--- src/rtl/mem_port_arbiter_pkg.sv ---
// Shared types and constants for the instruction/data memory port arbiter.
package mem_port_arbiter_pkg;

  typedef enum logic [1:0] {
    IDLE       = 2'd0,
    READ_WAIT  = 2'd1,
    WRITE_TURN = 2'd2
  } arb_state_t;

  typedef enum logic {
    OWN_INST = 1'b0,
    OWN_DATA = 1'b1
  } owner_t;

  localparam logic [2:0] FETCH_FUNCT3 = 3'b010;

endpackage

--- src/rtl/mem_port_arbiter.sv ---
// Arbitrates instruction-fetch and data requests onto one shared memory port,
// round-robin on ties, one access per two cycles.
module mem_port_arbiter
  import mem_port_arbiter_pkg::*;
(
  input  logic        clk,
  input  logic        reset,
  input  logic        i_req,
  input  logic [31:0] i_addr,
  output logic        i_gnt,
  output logic        i_rvalid,
  output logic [31:0] i_rdata,
  input  logic        d_req,
  input  logic        d_we,
  input  logic [31:0] d_addr,
  input  logic [31:0] d_wdata,
  input  logic [2:0]  d_funct3,
  output logic        d_gnt,
  output logic        d_rvalid,
  output logic        d_wdone,
  output logic [31:0] d_rdata,
  output logic [31:0] mem_addr,
  output logic [31:0] mem_wdata,
  output logic [2:0]  mem_funct3,
  output logic        mem_wren,
  input  logic [31:0] mem_rdata
);

  arb_state_t state_q, state_d;
  owner_t     last_owner_q, last_owner_d;
  owner_t     owner_q, owner_d;

  logic pick_inst, pick_data;

  // Fetch wins unless data is also pending and fetch was the last owner.
  assign pick_inst = (state_q == IDLE) && i_req &&
                     (!d_req || (last_owner_q == OWN_DATA));
  assign pick_data = (state_q == IDLE) && d_req && !pick_inst;

  always_ff @(posedge clk) begin
    if (!reset) begin
      state_q      <= IDLE;
      last_owner_q <= OWN_DATA;
      owner_q      <= OWN_INST;
    end else begin
      state_q      <= state_d;
      last_owner_q <= last_owner_d;
      owner_q      <= owner_d;
    end
  end

  always_comb begin
    state_d      = state_q;
    last_owner_d = last_owner_q;
    owner_d      = owner_q;
    unique case (state_q)
      IDLE: begin
        if (pick_inst) begin
          state_d      = READ_WAIT;
          owner_d      = OWN_INST;
          last_owner_d = OWN_INST;
        end else if (pick_data) begin
          state_d      = d_we ? WRITE_TURN : READ_WAIT;
          owner_d      = OWN_DATA;
          last_owner_d = OWN_DATA;
        end
      end
      READ_WAIT:  state_d = IDLE;
      WRITE_TURN: state_d = IDLE;
      default:    state_d = IDLE;
    endcase
  end

  always_comb begin
    mem_addr   = i_addr;
    mem_wdata  = d_wdata;
    mem_funct3 = FETCH_FUNCT3;
    mem_wren   = 1'b0;
    i_gnt      = 1'b0;
    d_gnt      = 1'b0;
    i_rvalid   = 1'b0;
    d_rvalid   = 1'b0;
    d_wdone    = 1'b0;
    i_rdata    = mem_rdata;
    d_rdata    = mem_rdata;
    unique case (state_q)
      IDLE: begin
        if (pick_inst) begin
          i_gnt = 1'b1;
        end else if (pick_data) begin
          d_gnt      = 1'b1;
          mem_addr   = d_addr;
          mem_funct3 = d_funct3;
          mem_wren   = d_we;
        end
      end
      READ_WAIT: begin
        i_rvalid = (owner_q == OWN_INST);
        d_rvalid = (owner_q == OWN_DATA);
      end
      WRITE_TURN: d_wdone = 1'b1;
      default: ;
    endcase
    // Reset masks all handshakes immediately, before the state flops clear.
    if (!reset) begin
      mem_wren = 1'b0;
      i_gnt    = 1'b0;
      d_gnt    = 1'b0;
      i_rvalid = 1'b0;
      d_rvalid = 1'b0;
      d_wdone  = 1'b0;
    end
  end

endmodule

--- config.mk ---
export PLATFORM = sky130hd
export DESIGN_NAME = mem_port_arbiter
export DESIGN_NICKNAME = d
export VERILOG_FILES = /design/src/rtl/mem_port_arbiter_pkg.sv /design/src/rtl/mem_port_arbiter.sv
export SDC_FILE = /design/constraint.sdc
export NUM_CORES = 1
export LEC_CHECK = 0
export ABC_AREA = 1
export CELL_PAD_IN_SITES_DETAIL_PLACEMENT = 0
export CELL_PAD_IN_SITES_GLOBAL_PLACEMENT = 1
export CORE_AREA = 2 2 105 107
export CTS_CLUSTER_SIZE = 16
export DETAILED_ROUTE_END_ITERATION = 8
export DIE_AREA = 0 0 107 109
export DONT_BUFFER_PORTS = 1
export GPL_ROUTABILITY_DRIVEN = 0
export PLACE_DENSITY = 0.36
export RECOVER_POWER = 100
export SLEW_MARGIN = 10
export SYNTH_ARGS = -nofsm -noshare
export SYNTH_HDL_FRONTEND = slang
export SYNTH_SLANG_ARGS = --single-unit
export TNS_END_PERCENT = 100
--- constraint.sdc ---
create_clock -name clk -period 1.5 [get_ports clk]
set_input_delay 0.225 -clock clk [delete_from_list [all_inputs] [get_ports clk]]
set_output_delay 0.225 -clock clk [all_outputs]
set_load 0.1 [all_outputs]
==> impl_metrics.json <==
{
  "status": "complete, but fails checks",
  "violations": "setup timing",
  "h-tree-depth": 1,
  "final_cells": 335,
  "die_w_microns": 107,
  "diodes": 0,
  "grt-ovfl-total": 0,
  "die_area_sq_um": 11660,
  "swShare": 0.5775,
  "finalPower_mw": 2.057,
  "max_freq_mhz": 613.3,
  "coreArea_sq_um": 10600,
  "die_y_microns": 109,
  "clkLatencyLatePin_ns": 0.22,
  "synthesis.nets": 377,
  "drive_above_1_share": 0.6051,
  "syn_to_final_growth_pct": 44.73,
  "fin_setup_tns_ns": -3.780,
  "cts_inserted_buffers": 3,
  "dp.cells": 327,
  "wirelength_microns": 4757,
  "post-dp-hpwl_microns": 3960,
  "timing.hold.ws_ns": 0.08869,
  "syn_area_sq_um": 1435,
  "hold_class": "in -> reg",
  "internal_power_uw": 869.0,
  "cp_max_fo": 5,
  "grt_pass1_vias": 1158,
  "via_count": 1189,
  "slew_headroom": 0.8148,
  "drc_errors": 0,
  "via_per_inst": 3.549,
  "drt_first_pass_iters": 4,
  "synthDistinctLibCells": 15,
  "max-cap-violations": 0,
  "clk_path_buf_depth": 2,
  "rsz0062_at_grt": "yes",
  "syn_avg_cell_area_sq_um": 5.955,
  "switchingPower_mw": 1.188,
  "grt_pass1_wl_microns": 5996,
  "clk_pin_slew_worst_paths_ns": 0.03,
  "crit_type": "reg -> out",
  "p_per_area_nw_per_um2": 990.3,
  "yosysWarnings": 0,
  "slew_viol_final": 0,
  "finalCritPeriodShare": 1.087,
  "post_drt_wl_per_cell_microns": 14.20,
  "initialDrtViolationCount": 30,
  "initial_utilization": 0.1354,
  "ys_seq_area_frac": 0.05580,
  "cts.sinks": 4,
  "antenna_left": 0,
  "fin_ws_ns": -0.1305,
  "io_pins": 273,
  "dp_slack_ns": 0.06221,
  "end_kind": "output pin",
  "synth_cells": 241,
  "critPathArrivalTime_ns": 1.41,
  "gr-usage-all-layers": 0.06753,
  "fin_area_sq_um": 2077,
  "fin_skew_ns": 0.002532,
  "cts_root_buffer": "clkbuf_8",
  "vdd_ir_drop_max_mv": 0.2855,
  "final_util": 0.1959,
  "fin_crit_ns": 1.630,
  "hold_viol": 0,
  "port_buffers": 0,
  "worstPathRequired_ns": 1.27,
  "seqPwrFrac": 0.061,
  "fin_nets": 333,
  "antenna_found_initial": 0,
  "worstMarginPinSlew_ns": 0.2748,
  "place_area_sq_um": 1891,
  "p_clk_frac": 0.112,
  "ys_seq_elements": 4,
  "power_frac_comb": 0.827,
  "cts_tree": "built",
  "rows": 38,
  "grt_max_degree": 24,
  "leakagePower_nw": 0.9131,
  "start_kind": "register",
  "finalSetupViolations": 37
}
-- cell usage after synthesis --
library cell   n  area, sq um
inv_1          8        30.03
buf_4         97        728.2
buf_6          3        33.78
inv_4          1        6.260
buf_2          5        25.02
nand2_2        2        12.51
nor3_1         2        10.01
nand2_1       71        266.5
nor2_4         1        11.26
or2_1          1        6.260
nand3_1       35        175.2
nand2_4        1        11.26
nor2_1         9        33.78
dfxtp_1        4        80.08
o21ai_0        1        5.000
-- placed cells by master, fill, tap and decap left out --
master      Yosys  routed
clkinv_4        0       1
nand2_8         0       1
nand2_2         2      38
buf_12          0      43
buf_6           3       3
nand2_1        71      32
dfxtp_2         0       2
nand3_1        35      31
inv_1           8       7
clkbuf_8        0       3
nand3_4         0       1
clkbuf_16       0       1
clkinvlp_4      0       1
buf_8           0       1
or2_2           0       1
nor3_4          0       2
o21ai_0         1       1
dfxtp_1         4       2
nand2_4         1       3
nor2_4          1       6
buf_4          97       8
nor2_1          9       4
nand3_2         0       3
-- repair_timing --
action                     4_1_cts  5_1_grt
resized for setup                1       22
cloned                           0        1
pin swaps                        0        5
buffers inserted                 0        4
setup endpoints to repair       37       38
hold buffers                     0        0
-- worst paths after layout --
check                                   from             to  slack (ns)  depth (start not counted)
worst max-delay path              state_q[1]  mem_funct3[1]       -0.13                          6
worst min register to register  last_owner_q   last_owner_q        0.46                          2
worst min-delay path                   reset   last_owner_q        0.09                          1
worst max register to register    state_q[1]     state_q[1]        0.35                          7
-- sequential cells by signal (all words and copies together) (netlist names) --
signal / cells
last_owner_q: 1
owner_q: 1
state_q: 2
-- kinds of logic after synthesis --
kind of cell,count (synthesis),share of synthesized area
AND/OR/NAND/NOR,122,0.3670
buffers and inverters,114,0.5737
AO/OA/AOI/OAI,1,0.003484
flip-flops,4,0.05580
-- layout make-up --
type,count,area (sq um)
well taps,140,175.2
repair buffers,56,994.7
multi-input cells,123,740.7
fillers,1168,8526
flip-flops and latches,4,82.58
inverters,9,42.54
clock buffers,3,41.29
-- power groups by stage --
| stage | clock network, mW | registers [mW] | logic [mW] |
|---|---|---|---|
| global route | 0.240 | 0.127 | 1.76 |
| global placement | 0 | 0.127 | 1.65 |
| CTS | 0.234 | 0.126 | 1.65 |
| finish | 0.229 | 0.126 | 1.70 |
| floorplan | 0 | 0.129 | 2.27 |
| detailed placement | 0 | 0.128 | 1.65 |
-- worst max-delay path: stages, from the launching register on --
cell and delay, ns:
dfxtp_2 0.32, nor2_4 0.12, nand2_2 0.08, clkinv_4 0.11, nand2_8 0.08, or2_2 0.30, buf_12 0.17
-- per-layer routing --
layer  track usage  share of wire
met2        0.1219           0.54
met1       0.06228           0.30
met3       0.01793           0.10
met4       0.06122          0.066
met5             0              0
(Power assumes the default switching activity.)
